`config.mk`:
```
export PLATFORM = sky130hd
export DESIGN_NAME = vga_sync_porch
export DESIGN_NICKNAME = d
export VERILOG_FILES = /design/src/rtl/vga_sync_porch.sv
export SDC_FILE = /design/constraint.sdc
export NUM_CORES = 1
export LEC_CHECK = 0
export ABC_AREA = 1
export BUFFER_PORTS_ARGS = -buffer_cell sky130_fd_sc_hd__buf_4
export CAP_MARGIN = 0
export CORE_ASPECT_RATIO = 0.9
export CORE_UTILIZATION = 35
export CTS_BUF_LIST = sky130_fd_sc_hd__clkbuf_16
export CTS_CLUSTER_DIAMETER = 80
export DETAILED_ROUTE_END_ITERATION = 8
export PLACE_DENSITY = 0.54
export SYNTH_ARGS = -nofsm -noshare
export SYNTH_HDL_FRONTEND = slang
export SYNTH_SLANG_ARGS = --single-unit
```
`constraint.sdc`:
```
create_clock -name i_Clk -period 1.8 [get_ports i_Clk]
set_clock_uncertainty 0.15 [all_clocks]
set_input_delay 0.18 -clock i_Clk [delete_from_list [all_inputs] [get_ports i_Clk]]
set_output_delay 0.18 -clock i_Clk [all_outputs]
set_load 0.05 [all_outputs]
```
`src/rtl/vga_sync_porch.sv`:
```
// VGA sync porch stage: turns active-area indicators into porched, active-low sync pulses
// once the input frame timing is verified. Define VGA_SYNC_PORCH_BLANK_EN to blank porch video.
module vga_sync_porch #(
  parameter int unsigned VIDEO_WIDTH      = 3,
  parameter int unsigned TOTAL_COLS       = 800,
  parameter int unsigned TOTAL_ROWS       = 525,
  parameter int unsigned ACTIVE_COLS      = 640,
  parameter int unsigned ACTIVE_ROWS      = 480,
  parameter int unsigned FRONT_PORCH_HORZ = 18,
  parameter int unsigned BACK_PORCH_HORZ  = 50,
  parameter int unsigned FRONT_PORCH_VERT = 10,
  parameter int unsigned BACK_PORCH_VERT  = 33
) (
  input  logic                   i_Clk,
  input  logic                   i_Reset,
  input  logic                   i_HSync,
  input  logic                   i_VSync,
  input  logic [VIDEO_WIDTH-1:0] i_Red_Video,
  input  logic [VIDEO_WIDTH-1:0] i_Grn_Video,
  input  logic [VIDEO_WIDTH-1:0] i_Blu_Video,
  output logic                   o_HSync,
  output logic                   o_VSync,
  output logic [VIDEO_WIDTH-1:0] o_Red_Video,
  output logic [VIDEO_WIDTH-1:0] o_Grn_Video,
  output logic [VIDEO_WIDTH-1:0] o_Blu_Video,
  output logic                   o_Locked
);

  localparam int unsigned COL_W = (TOTAL_COLS > 1) ? $clog2(TOTAL_COLS) : 1;
  localparam int unsigned ROW_W = (TOTAL_ROWS > 1) ? $clog2(TOTAL_ROWS) : 1;

  localparam int unsigned COL_LAST = TOTAL_COLS - 1;
  localparam int unsigned ROW_LAST = TOTAL_ROWS - 1;
  localparam int unsigned HS_FIRST = ACTIVE_COLS + FRONT_PORCH_HORZ;
  localparam int unsigned HS_LAST  = TOTAL_COLS - BACK_PORCH_HORZ - 1;
  localparam int unsigned VS_FIRST = ACTIVE_ROWS + FRONT_PORCH_VERT;
  localparam int unsigned VS_LAST  = TOTAL_ROWS - BACK_PORCH_VERT - 1;

  typedef enum logic [1:0] {
    StIdle,
    StAcquire,
    StLocked
  } state_e;

  state_e state_q, state_d;

  logic             vsync_prev_q;
  logic [COL_W-1:0] col_q, col_d;
  logic [ROW_W-1:0] row_q, row_d;
  logic [31:0]      col_w, row_w;
  logic             frame_start;
  logic             col_at_last, at_last;

  // Stage 1: input pixel, aligned with the counter position it was assigned.
  logic [VIDEO_WIDTH-1:0] red_s1_q, grn_s1_q, blu_s1_q;

  // Stage 2: registered outputs.
  logic                   hsync_s2_q, vsync_s2_q, locked_s2_q;
  logic [VIDEO_WIDTH-1:0] red_s2_q, grn_s2_q, blu_s2_q;
  logic                   hsync_s2_d, vsync_s2_d, locked_s2_d;
  logic [VIDEO_WIDTH-1:0] red_s2_d, grn_s2_d, blu_s2_d;
  logic                   in_hs_pulse, in_vs_pulse;

  // The active-column indicator carries no information beyond the counters.
  logic unused_hsync;
  assign unused_hsync = i_HSync;

  assign frame_start = i_VSync & ~vsync_prev_q;

  // Zero-extend so every position compare is an unsigned 32-bit compare.
  assign col_w = 32'(col_q);
  assign row_w = 32'(row_q);

  assign col_at_last = (col_w == COL_LAST);
  assign at_last     = col_at_last && (row_w == ROW_LAST);

  // Counters hold the position of the pixel sampled on the previous edge.
  always_comb begin
    col_d = col_q;
    row_d = row_q;
    if (frame_start) begin
      col_d = '0;
      row_d = '0;
    end else if (col_at_last) begin
      col_d = '0;
      row_d = (row_w == ROW_LAST) ? '0 : row_q + 1'b1;
    end else begin
      col_d = col_q + 1'b1;
    end
  end

  // A frame start is trusted only if it lands exactly where the previous frame predicted.
  always_comb begin
    state_d = state_q;
    unique case (state_q)
      StIdle: begin
        if (frame_start) state_d = StAcquire;
      end
      StAcquire: begin
        if (frame_start) state_d = at_last ? StLocked : StAcquire;
      end
      StLocked: begin
        if (frame_start) begin
          state_d = at_last ? StLocked : StAcquire;
        end else if (at_last) begin
          state_d = StAcquire;
        end
      end
      default: state_d = StIdle;
    endcase
  end

  assign in_hs_pulse = (col_w >= HS_FIRST) && (col_w <= HS_LAST);
  assign in_vs_pulse = (row_w >= VS_FIRST) && (row_w <= VS_LAST);

  always_comb begin
    hsync_s2_d  = 1'b1;
    vsync_s2_d  = 1'b1;
    locked_s2_d = 1'b0;
    red_s2_d    = '0;
    grn_s2_d    = '0;
    blu_s2_d    = '0;
    if (state_q == StLocked) begin
      locked_s2_d = 1'b1;
      hsync_s2_d  = ~in_hs_pulse;
      vsync_s2_d  = ~in_vs_pulse;
`ifdef VGA_SYNC_PORCH_BLANK_EN
      if ((col_w < ACTIVE_COLS) && (row_w < ACTIVE_ROWS)) begin
        red_s2_d = red_s1_q;
        grn_s2_d = grn_s1_q;
        blu_s2_d = blu_s1_q;
      end
`else
      red_s2_d = red_s1_q;
      grn_s2_d = grn_s1_q;
      blu_s2_d = blu_s1_q;
`endif
    end
  end

  always_ff @(posedge i_Clk) begin
    if (i_Reset) begin
      state_q      <= StIdle;
      vsync_prev_q <= 1'b1;  // forces a genuine low-to-high edge after reset
      col_q        <= '0;
      row_q        <= '0;
      red_s1_q     <= '0;
      grn_s1_q     <= '0;
      blu_s1_q     <= '0;
      hsync_s2_q   <= 1'b1;
      vsync_s2_q   <= 1'b1;
      locked_s2_q  <= 1'b0;
      red_s2_q     <= '0;
      grn_s2_q     <= '0;
      blu_s2_q     <= '0;
    end else begin
      state_q      <= state_d;
      vsync_prev_q <= i_VSync;
      col_q        <= col_d;
      row_q        <= row_d;
      red_s1_q     <= i_Red_Video;
      grn_s1_q     <= i_Grn_Video;
      blu_s1_q     <= i_Blu_Video;
      hsync_s2_q   <= hsync_s2_d;
      vsync_s2_q   <= vsync_s2_d;
      locked_s2_q  <= locked_s2_d;
      red_s2_q     <= red_s2_d;
      grn_s2_q     <= grn_s2_d;
      blu_s2_q     <= blu_s2_d;
    end
  end

  assign o_HSync     = hsync_s2_q;
  assign o_VSync     = vsync_s2_q;
  assign o_Locked    = locked_s2_q;
  assign o_Red_Video = red_s2_q;
  assign o_Grn_Video = grn_s2_q;
  assign o_Blu_Video = blu_s2_q;

endmodule
```
## Word level (Yosys, flattened, before mapping)

Index checks and enable logic that the tools add are counted.

- Word-level logic and storage cells: 47
- Register bits: 44

- Order comparisons: 4
- Reductions and logical operators: 8
- $add $sub $neg: 2
- Bitwise operators: 5
- Multiplexer cells: 8
- Equality and inequality tests: 7

Operators with widths:

| operator | number |
|---|---|
| 10-bit by 1-bit adder with 10-bit output, second input constant | 2 |
| 10-bit == test, second input constant | 2 |
| 10-bit >= comparator, second input constant | 1 |
| 10-bit by 9-bit >= comparator with 1-bit output, second input constant | 1 |
| 10-bit less-or-equal comparator, second input constant | 1 |
| 10-bit by 9-bit less-or-equal comparator with 1-bit output, second input constant | 1 |
| 10-bit 2-to-1 mux | 1 |
| 2-bit 2-to-1 mux | 5 |
| 2-bit case mux with 3 select lines | 1 |
| 2-bit inequality test, second input constant | 2 |
| 1-bit inverter | 4 |
| 2-bit OR reduction | 2 |
| 1-bit logical AND | 3 |
| 3-bit inequality test, second input constant | 1 |
| 3-bit AND reduction | 1 |
| 3-bit OR reduction | 1 |
| 2-bit by 1-bit == test with 1-bit output, second input constant | 1 |
| 2-bit == test, second input constant | 1 |
| 2-bit logical NOT | 1 |
| 1-bit AND | 1 |
| 1-bit 2-to-1 mux | 1 |

## Depth between registers and ports, before layout

Gate-level depths: netlist of run 1.

- Word-level depth: 5
- Mapped depth: 10
- Depth with buffers taken out: 10

## Worst setup path after synthesis of run 1

OpenSTA, ideal clock, no wires.

- Path kind: register to register
- From: register col_q[0]
- To: register row_q[5]
- Setup time: 113 ps
- Data required time: 1,537 ps
- Setup slack: 254 ps
- Cell stages (with the launch flop): 11
- Data arrival time: 1,283 ps
- Buffers on the path: 0
- Path through: dfxtp_1 > ha_1 > nand2_2 > nor2_4 > nand2_2 > nor2_8 > inv_4 > nor2_8 > nand2_1 > nand3_1 > nor2_1

- Word-level cells in the longest chain between the ends: 1

Ends and longest elaborated chain:

| item | RTL line | text |
|---|---|---|
| from (decl) | 48 | `logic [COL_W-1:0] col_q, col_d;` |
| from (signal assigned) | 159 | `col_q <= col_d;` |
| 10-bit == test | 74 | `assign col_at_last = (col_w == COL_LAST);` |
| to (signal assigned) | 160 | `row_q <= row_d;` |
| to (decl) | 49 | `logic [ROW_W-1:0] row_q, row_d;` |

No other way between the ends.
A chain may end at the register's enable or synchronous reset.

## Final worst setup path of run 1

- From: register col_q[0]
- To: register col_q[7]

- Word-level cells in the longest chain between the ends: 2
- Elaborated cells between the ends (all ways): 3

Ends and longest elaborated chain:

| item |
|---|
| parallel branches: the longest is 2 deep, another holds 10-bit by 1-bit adder with 10-bit output |

Several ways; the timed one is not identified.

==> impl_metrics.toml, run 1 <==
[sta]
max_freq_mhz = 612.8
whs_ps = 52.83
rsz0062_at_grt = "false"
slew_headroom_pct = 80.12
worstMarginPinSlew_ps = 294.5
finalSetupViolCount = 0
period_share_pct = 90.66
fin_setup_tns_ps = 0
hold_violations = 0
slew_violations = 0
min_period_ps = 1632

[die]
core_area_mm2 = 0.005349
fp.dieW_um = 81.47
rows = 25
design.portCount = 25
die_y_um = 73.53
initial_core_util_pct = 37.19
fp.dieArea_mm2 = 0.005990

[synthesis]
yosysWarnings = 0
avgSynthCellArea_um2 = 7.479
synth_nets = 286
synth_cells = 266
ys_types = 30
ys_seq_elements = 44
synth_area_mm2 = 0.001989
yosysSeqAreaShare_pct = 44.28

[critical_path]
r2r_setup_slack_ps = 170
critPathLaunch = "col_q[0]"
path_class = "flip-flop to flip-flop"
required_ps = 1820
reg2reg_to = "col_q[7]"
worstSetupStartpointType = "flip-flop"
critPathArrivalTime_ps = 1650
rr_worst_depth = 8
end_kind = "flip-flop"
cp_max_fo = 10
r2r-start = "col_q[0]"

[place]
io_buffers = 23
post-dp-hpwl_um = 2773
place.gp.congestion = 0.8324

[grt]
grt_pass1_wl_um = 6858
grt_pass1_vias = 1611
grt_max_degree = 16
grt_usage_pct = 15.13
grt-ovfl-total = 0
antenna_found_initial = 0

[hold_path]
holdPathStages = 3
worstHoldEndpoint = "vsync_prev_q"
hold_path.class = "input pin to flip-flop"
worstHoldStart = "i_Reset"

[clock_tree]
clkLatencyLatePin_ps = 280
cts_resized = 0
htree_levels = 2
clockBufferDepth = 2
clk_pin_slew_ps = 60
cts_tree = "built"
cts_buffers = 5
cts.sinks = 44
ctsRootBufferMaster = "clkbuf_16"

[layout]
area_growth_syn_to_layout_pct = 32.83
drive_above_1_share_pct = 18.44
final_cell_mix = "nor2_1 (46), inv_1 (45), dfxtp_1 (44), nand2_1 (40), buf_4 (29)"
finalNetCount = 339
final_common_cell = "nor2_1"
antenna_cells = 0

[route]
wl_per_cell_um = 9.889
drt-initial-drc-count = 76
viasPerCell = 4.442
first_pass_iters = 4
antenna_left = 0
totalWireLength_um = 3827
drcViolationCount = 0
via_count = 1719

[pwr]
leakage_nw = 1.206
ir_drop_mv = 0.6485
pwr_density_cell_mw_per_mm2 = 813.5

[run_status]
status = "finished, final reports clean"

[run]
max_cap_violations = 0
-- flip-flops by register name, indices dropped and copies added, names as in the netlist --
| signal | flops |
|---|---|
| blu_s1_q | 3 |
| col_q | 10 |
| grn_s1_q | 3 |
| o_Blu_Video | 3 |
| o_Grn_Video | 3 |
| o_HSync | 1 |
| o_Locked | 1 |
| o_Red_Video | 3 |
| o_VSync | 1 |
| red_s1_q | 3 |
| row_q | 10 |
| state_q | 2 |
| vsync_prev_q | 1 |
-- worst max-delay path, cell delays in order, from the launching register on --
cell and delay (ps):
dfxtp_1 330, ha_1 190, nand2_2 90, nor2_4 150
nand2_2 110, nor2_8 160, inv_4 70, nand2_2 180
nor3_1 80
-- metal layers --
layer	up-vias	routed length, um	global-route usage (%)
met2	34	1675	24.26
met5	-	0	0
met1	748	1872	18.87
li1	932	-	-
met3	5	210	4.472
met4	0	68	6.151
-- power by group --
group          internal, W  leakage [nW]  switching [W]  total [W]
Combinational    0.0000666         0.767      0.0000495   0.000116
Clock             0.000659        0.0804       0.000376    0.00104
Sequential        0.000992         0.358     0.00000678   0.000999
-- cell usage after synthesis (all sizes together) --
library cell / instances / area (um2)
a31oi: 1 / 6.260
o21a: 1 / 7.510
nor2: 54 / 260.3
a21oi: 12 / 63.81
nor3: 4 / 20.02
inv: 50 / 190.2
o21ai: 6 / 30.03
nor4: 1 / 6.260
o311ai: 1 / 8.760
nand2: 45 / 181.4
nor3b: 3 / 27.52
and2: 1 / 6.260
nand3: 21 / 110.1
ha: 7 / 87.58
xor2: 4 / 35.03
nand4: 7 / 43.79
or2: 1 / 6.260
buf: 2 / 10.01
o21bai: 1 / 7.510
dfxtp: 44 / 880.8
-- area by class of cell --
cell class | instances | area (um2)
well taps | 67 | 83.83
fillers | 546 | 2706
repair buffers | 48 | 407.9
multi-input cells | 170 | 908.4
clock inverters | 3 | 46.29
flip-flops and latches | 44 | 880.8
clock buffers | 5 | 125.1
inverters | 50 | 190.2
-- timing repair --
action / 4_1_cts / 5_1_grt
endpoints found under the hold margin: 10 / 0
setup buffers: 0 / 0
hold buffers: 19 / 0
-- cell families after synthesis --
kind of cell    share of synthesized area [%]
simple gates                            33.27
fa+ha+maj                               4.402
compound gates                          6.227
buf+inv                                 10.06
xor+xnor                                1.761
flops                                   44.28
-- through the flow --
stage | util (%) | instance area (um2) | total power (W) | instances | worst slack [ps]
detailed placement | 42.64 | 2281 | 0.001105 | 360 | 151.6
floorplan | - | 1989 | 0.001067 | 266 | 254.4
finish | 49.40 | 2643 | 0.002150 | 387 | 168.0
global route | 49.40 | 2643 | 0.002251 | 387 | 45.18
global placement | 42.64 | 2281 | 0.001104 | 360 | 181.9
CTS | 49.40 | 2643 | 0.002196 | 387 | 130.0
-- worst max-delay path by stage --
stage / end
6_report: col_q[7]
5_1_grt: col_q[7]
4_1_cts: col_q[7]
3_5_place_dp: col_q[7]
3_3_place_gp: col_q[7]
2_1_floorplan: row_q[5]
No activity file was read; power rests on OpenSTA's default activity.
==> inputs of run 2 (changes only) <==
MAX_ROUTING_LAYER = met4   (was default)
SLEW_MARGIN = 20   (was default)
==> impl_metrics.toml, run 2 (same netlist as run 1, synthesis figures left out) <==
[run_status]
status = "finished, final reports clean"

[critical_path]
cp_max_fo = 10
critPathArrivalTime_ps = 1650
rr_worst_depth = 8
path_class = "flip-flop to flip-flop"
r2r_setup_slack_ps = 170
reg2reg_to = "col_q[7]"
required_ps = 1820
end_kind = "flip-flop"
worstSetupStartpointType = "flip-flop"
r2r-start = "col_q[0]"

[die]
fp.dieW_um = 81.47
initial_core_util_pct = 37.19
fp.dieArea_mm2 = 0.005990
rows = 25
core_area_mm2 = 0.005349
die_y_um = 73.53
design.portCount = 25

[clock_tree]
cts_setup_buffers = 0
htree_levels = 2
holdBufCountCts = 19
cts_tree = "built"
clkLatencyLatePin_ps = 280
cts.sinks = 44
ctsRootBufferMaster = "clkbuf_16"
clockBufferDepth = 2
cts_buffers = 5
cts_resized = 0
clk_pin_slew_ps = 60

[grt]
grt_max_degree = 16
grt_pass1_vias = 1612
grt-ovfl-total = 0
antenna_found_initial = 0
grt_usage_pct = 15.58
grt_pass1_wl_um = 6858

[pwr]
pwr-share-clk_pct = 48.1
pwr_density_cell_mw_per_mm2 = 813.6
leakage_nw = 1.206
p_comb_share_pct = 5.4
power.share.sequential_pct = 46.5
switching_share_pct = 20.12
ir_drop_mv = 0.6485
p_int_w = 0.001717
power_switching_w = 0.0004326

[hold_path]
worstHoldEndpoint = "vsync_prev_q"
hold_path.class = "input pin to flip-flop"
holdPathStages = 3
worstHoldStart = "i_Reset"

[route]
drt-initial-drc-count = 78
wl_per_cell_um = 9.894
via_count = 1719
drcViolationCount = 0
viasPerCell = 4.442
totalWireLength_um = 3829
first_pass_iters = 4
antenna_left = 0

[place]
io_buffers = 23
post-dp-hpwl_um = 2773
place.gp.congestion = 0.8452

[run]
max_cap_violations = 0

[layout]
finalNetCount = 339
final_cell_mix = "nor2_1 (46), inv_1 (45), dfxtp_1 (44), nand2_1 (40), buf_4 (29)"
antenna_cells = 0
area_growth_syn_to_layout_pct = 32.83
drive_above_1_share_pct = 18.44
final_common_cell = "nor2_1"
reg_top3 = "col_q (10), row_q (10)"

[sta]
min_period_ps = 1632
slew_violations = 0
rsz0062_at_grt = "false"
max_freq_mhz = 612.8
period_share_pct = 90.67
fin_setup_tns_ps = 0
whs_ps = 52.63
slew_headroom_pct = 80.12
hold_violations = 0
worstMarginPinSlew_ps = 294.5
finalSetupViolCount = 0
-- run 2: cell counts in the layout (fill, tap and decap cells not counted) --
Identical to the previous run, type by type.
-- run 2: final cells by class --
class / instances / area (um2)
well taps: 67 / 83.83
flip-flops and latches: 44 / 880.8
multi-input cells: 170 / 908.4
inverters: 50 / 190.2
clock buffers: 5 / 125.1
repair buffers: 48 / 407.9
fillers: 546 / 2706
clock inverters: 3 / 46.29
-- run 2: power groups by stage --
stage	Clock (W)	Sequential [W]	Combinational, W
6_report	0.00104	0.000999	0.000116
2_1_floorplan	0	0.00102	0.0000448
3_5_place_dp	0	0.00102	0.0000839
3_3_place_gp	0	0.00102	0.0000837
5_1_grt	0.00112	0.00100	0.000133
4_1_cts	0.00108	0.000998	0.000116
-- run 2: metal layers --
metal / vias to the layer above / wire, um / track usage [%]
li1: 932 / - / -
met1: 748 / 1897 / 19.10
met2: 34 / 1676 / 24.26
met3: 5 / 186 / 4.099
met4: 0 / 68 / 6.151
met5: - / 0 / -
-- run 2: worst max-delay path: stages, from the launching register on --
cell and delay, ps:
dfxtp_1 330, ha_1 190, nand2_2 90, nor2_4 150, nand2_2 110, nor2_8 160, inv_4 70, nand2_2 180
nor3_1 80
-- run 2: worst max-delay path by stage --
stage	start	to	slack [ps]	cells after the start
2_1_floorplan	col_q[0]	row_q[5]	250	10
3_3_place_gp	col_q[0]	col_q[7]	180	8
3_5_place_dp	col_q[0]	col_q[7]	150	8
4_1_cts	col_q[0]	col_q[7]	130	8
5_1_grt	col_q[0]	col_q[7]	50	8
6_report	col_q[0]	col_q[7]	170	8
-- run 2: metrics by stage --
stage | cell area (um2) | setup WS (ps) | power, W | utilization [%] | cells
after global routing | 2643 | 45.18 | 0.002251 | 49.40 | 387
after CTS | 2643 | 130.0 | 0.002196 | 49.40 | 387
after detailed placement | 2281 | 151.6 | 0.001105 | 42.64 | 360
after global placement | 2281 | 181.9 | 0.001104 | 42.64 | 360
final | 2643 | 168.0 | 0.002150 | 49.40 | 387
after floorplan | 1989 | 254.4 | 0.001067 | - | 266
